## config.mk

```make
export PLATFORM = sky130hd
export DESIGN_NAME = sipo_deserializer
export DESIGN_NICKNAME = d
export VERILOG_FILES = /design/src/rtl/ham_pkg.sv /design/src/rtl/sipo_frame_ctrl.sv /design/src/rtl/sipo_deserializer.sv
export SDC_FILE = /design/constraint.sdc
export NUM_CORES = 1
export LEC_CHECK = 0
export ABC_AREA = 1
export CAP_MARGIN = 20
export CORE_MARGIN = 2
export CORE_UTILIZATION = 35
export DETAILED_ROUTE_END_ITERATION = 10
export GPL_TIMING_DRIVEN = 0
export PLACE_DENSITY_LB_ADDON = 0.25
export SLEW_MARGIN = 20
export SYNTH_ARGS = -nofsm -noshare
export SYNTH_HDL_FRONTEND = slang
export SYNTH_SLANG_ARGS = --single-unit
```

## constraint.sdc

```tcl
create_clock -name clk -period 1.24 [get_ports clk]
set_input_delay 0.372 -clock clk [delete_from_list [all_inputs] [get_ports clk]]
set_output_delay 0.372 -clock clk [all_outputs]
set_load 0.02 [all_outputs]
```

## src/rtl/ham_pkg.sv

```systemverilog
// Shared definitions for the 7-bit Hamming codeword link.
// Used by the serializer, this deserializer and the decoder.
package ham_pkg;

  // Default codeword length carried on the serial link.
  localparam int CODE_W = 7;

  // Frame-receive state: no frame open, or a frame partially received.
  typedef enum logic {
    IDLE  = 1'b0,
    SHIFT = 1'b1
  } frame_state_e;

endpackage : ham_pkg

```

## src/rtl/sipo_frame_ctrl.sv

```systemverilog
// Framing controller for the deserializer: tracks the open frame and counts its bits.
// Produces same-edge strobes (shift_en, load_out) for the datapath.
// Produces registered status (err, busy) that drives the top-level outputs directly.
module sipo_frame_ctrl
  import ham_pkg::*;
#(
  parameter int WIDTH = CODE_W,
  parameter int CNT_W = 4
) (
  input  logic clk,
  input  logic rst,
  input  logic bit_valid,
  input  logic sof,
  output logic shift_en,
  output logic load_out,
  output logic err,
  output logic busy
);

  frame_state_e       state;
  logic [CNT_W-1:0]   cnt;
  logic               last_bit;

  // The bit accepted on this edge closes the frame when WIDTH-1 bits are already held.
  assign last_bit = (cnt == CNT_W'(WIDTH - 1));

  // busy comes straight from the state register, so it has no input-to-output path.
  assign busy = (state == SHIFT);

  // Decode this cycle's datapath strobes from the current state and inputs.
  always_comb begin
    // NOTE: every output of this block gets a default first so no path through it infers a latch.
    shift_en = 1'b0;
    load_out = 1'b0;
    unique case (state)
      IDLE: begin
        if (bit_valid && sof) begin
          shift_en = 1'b1;
          load_out = (WIDTH == 1);
        end
      end
      SHIFT: begin
        if (bit_valid) begin
          shift_en = 1'b1;
          load_out = !sof && last_bit;
        end
      end
      default: ;
    endcase
  end

  // Frame FSM and bit counter; err is a registered one-cycle pulse.
  always_ff @(posedge clk or posedge rst) begin
    if (rst) begin
      state <= IDLE;
      cnt   <= '0;
      err   <= 1'b0;
    end else begin
      // NOTE: non-blocking assignments so every register here samples pre-edge values.
      err <= 1'b0;
      if (bit_valid) begin
        unique case (state)
          IDLE: begin
            if (sof) begin
              if (WIDTH == 1) begin
                cnt <= '0;
              end else begin
                state <= SHIFT;
                cnt   <= CNT_W'(1);
              end
            end
          end
          SHIFT: begin
            if (sof) begin
              // Restart: the partial frame is abandoned and this bit becomes bit 0.
              err <= 1'b1;
              cnt <= CNT_W'(1);
            end else if (last_bit) begin
              state <= IDLE;
              cnt   <= '0;
            end else begin
              cnt <= cnt + CNT_W'(1);
            end
          end
          default: begin
            state <= IDLE;
            cnt   <= '0;
          end
        endcase
      end
    end
  end

endmodule : sipo_frame_ctrl

```

## src/rtl/sipo_deserializer.sv

```systemverilog
// Serial-to-parallel receiver for LSB-first codewords framed by a start-of-frame strobe.
// Presents each completed word with a one-cycle valid pulse.
module sipo_deserializer
  import ham_pkg::*;
#(
  parameter int WIDTH = CODE_W,
  parameter int CNT_W = 4
) (
  input  logic             clk,
  input  logic             rst,
  input  logic             serial_in,
  input  logic             bit_valid,
  input  logic             sof,
  output logic [WIDTH-1:0] parallel_out,
  output logic             word_valid,
  output logic             frame_err,
  output logic             busy
);

  logic             shift_en;
  logic             load_out;
  logic [WIDTH-1:0] shift_reg;
  logic [WIDTH-1:0] next_word;

  sipo_frame_ctrl #(
    .WIDTH (WIDTH),
    .CNT_W (CNT_W)
  ) u_ctrl (
    .clk       (clk),
    .rst       (rst),
    .bit_valid (bit_valid),
    .sof       (sof),
    .shift_en  (shift_en),
    .load_out  (load_out),
    .err       (frame_err),
    .busy      (busy)
  );

  // New bits enter at the top, so after WIDTH shifts the first bit sits in bit 0.
  generate
    if (WIDTH == 1) begin : g_single
      assign next_word = serial_in;
    end else begin : g_multi
      assign next_word = {serial_in, shift_reg[WIDTH-1:1]};
    end
  endgenerate

  // Shift register plus the held output word and its valid pulse.
  always_ff @(posedge clk or posedge rst) begin
    if (rst) begin
      shift_reg    <= '0;
      parallel_out <= '0;
      word_valid   <= 1'b0;
    end else begin
      word_valid <= load_out;
      if (shift_en) begin
        shift_reg <= next_word;
      end
      if (load_out) begin
        parallel_out <= next_word;
      end
    end
  end

endmodule : sipo_deserializer

```

# Yosys cells after proc, flatten, opt, wreduce, memory -nomap -nowiden
# Index checks and enable logic that the tools add are counted.
# word_totals
regBits	21
elab_cells	29
in_bits	5
# op_classes
addsub	1
n_mux	15
n_eq_ne	2
n_reduce_logical	4
bitwise	1
# op_table
operator	count
4-bit two-way mux	3
1-bit two-way mux	8
4-bit case mux with 2 select lines	1
1-bit case mux with 2 select lines	3
4-bit by 1-bit adder with 4-bit output (second input constant)	1
4-bit by 3-bit == test with 1-bit output (second input constant)	1
1-bit logical AND	2
2-bit inequality test (second input constant)	1
2-bit AND reduction	1
1-bit logical NOT	1
1-bit inverter	1

# Depth between registers and ports, before layout
# Gate-level depths: netlist of run 1.
# depth
word_depth	4
mapped_depth	8

# Hierarchy
# A second synthesis of run 1 with hierarchy kept.
# hier_totals
hier_cells	103
area_unflattened_um2	858.3
# by_module_without_submodules
module	cells_per_inst	seq_area_each_um2	area_each_um2	instances
sipo_deserializer	57	350.3	519.2	1
sipo_frame_ctrl	46	150.1	339.1	1

# Least setup slack after synthesis of run 1
# No wires, ideal clock.
# synth_path
path_type	reg-to-reg
start	register u_ctrl.cnt[0]
end	register parallel_out[0]
slack_ns	-0.012
path_buffers	1
stages_incl_launch_ff	9
arrival_time_ns	1.135
synth_period_minus_slack_ns	1.252
setup_ns	0.117
path_cell_list	dfrtp_1 > inv_1 > ha_1 > nand2_2 > nor2_4 > nand2_4 > buf_6 > nand2_2 > o21ai_2
# synth_via
elab_chain_len	4
# synth_rtl
element	line	text
from (decl)	sipo_frame_ctrl.sv:21	logic [CNT_W-1:0] cnt;
from (signal assigned)	sipo_frame_ctrl.sv:82	cnt <= cnt + CNT_W'(1);
4-bit by 3-bit == test with 1-bit output	sipo_frame_ctrl.sv:25	assign last_bit = (cnt == CNT_W'(WIDTH - 1));
1-bit logical AND	sipo_frame_ctrl.sv:45	load_out = !sof && last_bit;
1-bit two-way mux	sipo_frame_ctrl.sv:43	if (bit_valid) begin
1-bit case mux with 2 select lines	sipo_frame_ctrl.sv:35	unique case (state)
to (signal assigned)	sipo_deserializer.sv:60	parallel_out <= next_word;
to (decl)	sipo_deserializer.sv:14	output logic [WIDTH-1:0] parallel_out,
# No other way between the ends.
# A chain may end at the register's enable or synchronous reset.

# Worst setup path in the final report of run 1
# Ends and elaborated chain as after synthesis.

==> results of run 1 <==
[critical path, stage by stage, from the launching register on]
cell     delay [ns]
dfrtp_1        0.41
inv_1          0.07
ha_2           0.18
nand2_2        0.07
nor2_4         0.12
nand2_4        0.10
buf_12         0.16
nand2_2        0.06
o21ai_2        0.04
[cell usage after synthesis]
master / count / share of area (%)
o21ai_2: 7 / 6.9
dfrtp_1: 20 / 56
buf_6: 1 / 1.3
o21ai_0: 8 / 4.5
buf_2: 1 / 0.56
nand2_1: 26 / 11
inv_1: 13 / 5.5
ha_1: 2 / 2.8
nor2_1: 3 / 1.3
nand2_4: 1 / 1.3
xnor2_1: 1 / 0.98
nand4_1: 1 / 0.70
nor2_4: 1 / 1.3
nand3_1: 4 / 2.3
nor2_2: 1 / 0.70
nand2_2: 4 / 2.8
[where the power goes]
part / switching [mW] / internal, mW / total (mW) / leakage [nW]
clock: 0.175 / 0.113 / 0.288 / 0.0138
combinational: 0.149 / 0.115 / 0.264 / 0.325
sequential: 0.0451 / 0.719 / 0.764 / 0.261
total: 0.369 / 0.947 / 1.32 / 0.599
[through the flow]
step                      setup TNS (ns)  std cells  hold WS, ns  worst slack (ns)  power, mW
after floorplan                 -0.02349         94       0.3358          -0.01175     0.9207
after global placement            -9.165        138       0.4697           -0.4203     0.9979
after detailed placement          -9.637        138       0.4730           -0.4296      1.009
after CTS                        -0.3184        146       0.4935          -0.07155      1.306
after global routing             -0.7168        147       0.5291           -0.1021      1.407
final                            -0.2504        147       0.5012          -0.06335      1.316
[logic make-up after synthesis]
| group | count (synthesis) | share of synthesized area, % |
|---|---|---|
| adder cells (fa/ha/maj) | 2 | 2.812 |
| buffers and inverters | 15 | 7.313 |
| AND/OR/NAND/NOR | 41 | 21.24 |
| AO/OA/AOI/OAI | 15 | 11.39 |
| XOR/XNOR | 1 | 0.9847 |
| flip-flops | 20 | 56.26 |
[area by class of cell]
type | count | area [sq um] | area share, %
multi-input combinational | 59 | 334.1 | 28.96
buffer | 2 | 27.53 | 2.386
timing repair buffer | 20 | 182.7 | 15.84
clock buffer | 3 | 22.52 | 1.952
sequential | 20 | 500.5 | 43.38
tap | 30 | 37.54 | 3.254
inverter | 13 | 48.80 | 4.230
[final timing paths]
path | from | to | slack, ns
worst max register to register | u_ctrl.cnt[0] | parallel_out[0] | -0.06
min in group clk | shift_reg[2] | shift_reg[1] | 0.50
worst min register to register | shift_reg[2] | shift_reg[1] | 0.50
worst max-delay path | u_ctrl.cnt[0] | parallel_out[0] | -0.06
worst min-delay path | rst | parallel_out[6] | 0.50
max in group asynchronous | rst | shift_reg[2] | 0.28
[per-layer routing]
metal	track usage, %	share of wire [%]	vias up
li1	-	-	338
met1	14.69	45	330
met2	22.69	51	8
met3	2.459	3.5	0
met4	6.250	0	0
met5	0	0	-
[repair_timing]
action	CTS	global route
resized for setup	47	20
setup endpoints to repair	24	20
hold buffers	0	0
pin swaps	1	1
buffers inserted	5	1
==> impl_metrics.json, run 1 <==
{
  "fillers": 257,
  "reg2reg_depth": 8,
  "netlist_instances": 94,
  "avgSynthCellArea_sq_um": 9.464,
  "cts_max_path_buffers": 2,
  "ys_ff_latch": 20,
  "die_x_microns": 54.42,
  "area_growth_syn_to_layout_pct": 29.68,
  "dieArea_sq_um": 2961,
  "grt_pass1_vias": 648,
  "failed_checks": "negative setup slack",
  "p_per_area_nw_per_um2": 1141,
  "worstPathRequired_ns": 1.43,
  "grt.total_usage_pct": 12.82,
  "antenna_found_initial": 0,
  "seq_area_frac_synth_pct": 56.26,
  "portBuffers": 14,
  "cts_buffers": 3,
  "hold_viol": 0,
  "gp_congestion": 0.6826,
  "core_area_sq_um": 2432,
  "start_util_pct": 36.57,
  "fin_crit_sh_pct": 105.1,
  "finalSetupViolations": 7,
  "wire_per_inst_microns": 11.22,
  "layout-drive-gt1-share_pct": 31.62,
  "drc": 0,
  "drv_cap": 0,
  "ios": 15,
  "critPathCaptureType": "flop",
  "grt_pass1_wl_mm": 2.642,
  "arrival_ns": 1.49,
  "drt-vias-per-instance": 4.599,
  "dr_total_vias": 676,
  "slew_violations": 0,
  "criticalPathCategory": "flop to flop",
  "ant_nets": 0,
  "grt_max_degree": 21,
  "final_util_pct": 47.43,
  "fmax_ghz": 0.7673,
  "synth_area_sq_um": 889.6,
  "post-route-cell-area_sq_um": 1154,
  "outcome": "finished with violations",
  "ys_types": 16,
  "setup.worst_path.start_class": "flop",
  "hpwl_mm": 1.155,
  "syn_nets": 101,
  "slew_headroom_pct": 51.06,
  "rsz0062_at_grt": "true",
  "dpl_cell_area_sq_um": 1067,
  "num_antenna_cells": 0,
  "die_h_microns": 54.42,
  "fin_ws_ns": -0.06335,
  "nets": 126,
  "layout_common_cells": "nand2_1, dfrtp_1, inv_1",
  "drtIter0Drc": 12,
  "largest_reg_flops": 7,
  "cts_tree": "built",
  "clock_skew_ns": 0.002674,
  "rows": 18,
  "firstDrtPassIters": 4,
  "htreeDepth": 1,
  "p_leak_nw": 0.5994,
  "clk_latency_ns": 0.28,
  "clkSinkCount": 20,
  "wirelength_mm": 1.650,
  "hold_class": "primary input to async pin",
  "clkTransAtPathRegs_ns": 0.10,
  "vdd_ir_drop_max_mv": 0.6128,
  "tightestPinTransition_ns": 0.7333,
  "min_period_ns": 1.303,
  "grt-ovfl-total": 0,
  "cts_root_buf": "clkbuf_4",
  "layout_commonest_cell": "nand2_1",
  "yosysWarnings": 0,
  "worstPathMaxFanout": 10
}
Power figures use the tool's default switching activity.
==> inputs of run 2 (changes only) <==
Settings changed: CAP_MARGIN 20 to 10, CTS_CLUSTER_SIZE from default to 20.
Clock period 1.24 ns to 1.2 ns, I/O delays scaled along.
==> run 2 against run 1 <==
Compared with the run above:
- the flow still finishes with violations (negative setup slack)
- die area unchanged
- sequential share of layout area shrank 3.9 points
- clock skew barely moved
- hold slack lost 0.016 ns
- sequential power rose by 3.5%
- global-route usage increased by 1.6 points
- via count grew 5.8%
- critical path type unchanged
- critical endpoint is now parallel_out[5]
- largest cell class unchanged
- largest power group unchanged
==> impl_metrics.json, run 2 (synthesis results as in run 1) <==
{
  "outcome": "finished with violations",
  "failed_checks": "negative setup slack",
  "fin_tns_setup_ns": -0.6043,
  "rows": 18,
  "clkTransAtPathRegs_ns": 0.11,
  "fin_ws_ns": -0.09662,
  "criticalPathCategory": "flop to flop",
  "portBuffers": 14,
  "antenna_found_initial": 0,
  "num_antenna_cells": 0,
  "layout_common_cells": "nand2_1, dfrtp_1, inv_1, buf_6, buf_4",
  "nets": 133,
  "area_growth_syn_to_layout_pct": 42.33,
  "gp_congestion": 0.6826,
  "grt-ovfl-total": 0,
  "wirelength_mm": 1.819,
  "start_util_pct": 36.57,
  "vdd_ir_drop_max_mv": 0.6471,
  "tightestPinTransition_ns": 0.7327,
  "met3_usage_pct": 2.459,
  "clk_latency_ns": 0.29,
  "largest_reg_flops": 7,
  "wire_per_inst_microns": 11.81,
  "hpwl_mm": 1.155,
  "met2_usage_pct": 25.10,
  "drv_cap": 0,
  "whs_ns": 0.4857,
  "ctsHoldBuffers": 0,
  "firstDrtPassIters": 4,
  "layout-drive-gt1-share_pct": 39.52,
  "die_h_microns": 54.42,
  "power_mw": 1.399,
  "clkSinkCount": 20,
  "busiest_layer": "met2",
  "r2r_slack_ns": -0.1,
  "grt_pass1_vias": 704,
  "hold_class": "primary input to async pin",
  "grt_pass1_wl_mm": 2.987,
  "core_area_sq_um": 2432,
  "slew_violations": 0,
  "drt-vias-per-instance": 4.643,
  "grt_max_degree": 21,
  "drtIter0Drc": 9,
  "fmax_ghz": 0.7712,
  "hold_viol": 0,
  "rsz0062_at_grt": "true",
  "clock_skew_ns": 0.002470,
  "ant_nets": 0,
  "die_x_microns": 54.42,
  "dpl_cell_area_sq_um": 1067,
  "dpl_worst_slack_ns": -0.4576,
  "finalSetupViolations": 11,
  "cts_root_buf": "clkbuf_4",
  "ios": 15,
  "reg2reg_depth": 8,
  "cts_buffers": 3,
  "cts_tree": "built",
  "p_per_area_nw_per_um2": 1105,
  "dr_total_vias": 715,
  "dieArea_sq_um": 2961,
  "slew_headroom_pct": 51.10,
  "fillers": 237,
  "arrival_ns": 1.49,
  "cts_max_path_buffers": 2,
  "grt.total_usage_pct": 14.44,
  "worstPathMaxFanout": 4,
  "post-route-cell-area_sq_um": 1266,
  "min_period_ns": 1.297,
  "fin_crit_sh_pct": 108.1,
  "critPathCaptureType": "flop",
  "setup.worst_path.start_class": "flop",
  "drc": 0,
  "p_leak_nw": 0.6455,
  "use_met1_pct": 17.48,
  "htreeDepth": 1,
  "layout_commonest_cell": "nand2_1",
  "worstPathRequired_ns": 1.39
}
run 2: cell types whose count changed in the layout (fill, tap and decap cells not counted), sizes merged:
cell	delta
buf	+7
clkinv	+1
inv	-1
run 2: worst paths after layout:
kind	to	start
max in group asynchronous	shift_reg[2]	rst
setup reg to reg	parallel_out[5]	u_ctrl.cnt[0]
min in group clk	shift_reg[1]	shift_reg[2]
setup / recovery	parallel_out[5]	u_ctrl.cnt[0]
hold reg to reg	shift_reg[1]	shift_reg[2]
hold / removal	parallel_out[6]	rst
run 2: per-layer routing:
metal  wire [microns]  vias to the layer above
met5                0                        -
met4                0                        0
met3               56                        0
met2              961                       10
met1              801                      350
li1                 -                      355
run 2: final cells by class:
cell class / count / area (sq um) / area share (%)
inverter: 13 / 53.80 / 4.249
sequential: 20 / 500.5 / 39.53
buffer: 2 / 26.28 / 2.075
multi-input combinational: 59 / 354.1 / 27.96
clock buffer: 3 / 22.52 / 1.779
tap: 30 / 37.54 / 2.964
timing repair buffer: 27 / 271.5 / 21.44
run 2: critical path, cell delays in order, from the launching register on:
cell     delay, ns
dfrtp_1       0.41
inv_1         0.07
ha_2          0.18
nand2_2       0.07
nor2_4        0.12
nand2_4       0.10
buf_6         0.15
nand2_2       0.06
o21ai_2       0.04
run 2: metrics by stage:
stage | instances | util, %
floorplan | 94 | -
global placement | 138 | 43.88
detailed placement | 138 | 43.88
CTS | 152 | 49.90
global route | 154 | 52.06
finish | 154 | 52.06
run 2: repair_timing:
item | in CTS | in global routing
gates cloned | 1 | 0
resized for setup | 68 | 14
setup endpoints to repair | 25 | 27
pin swaps | 3 | 3
setup buffers | 10 | 2
run 2: report_power, final:
group / switching [mW] / internal (mW) / leakage, nW
Clock: 0.189 / 0.117 / 0.0138
Combinational: 0.162 / 0.140 / 0.371
Sequential: 0.0483 / 0.743 / 0.261
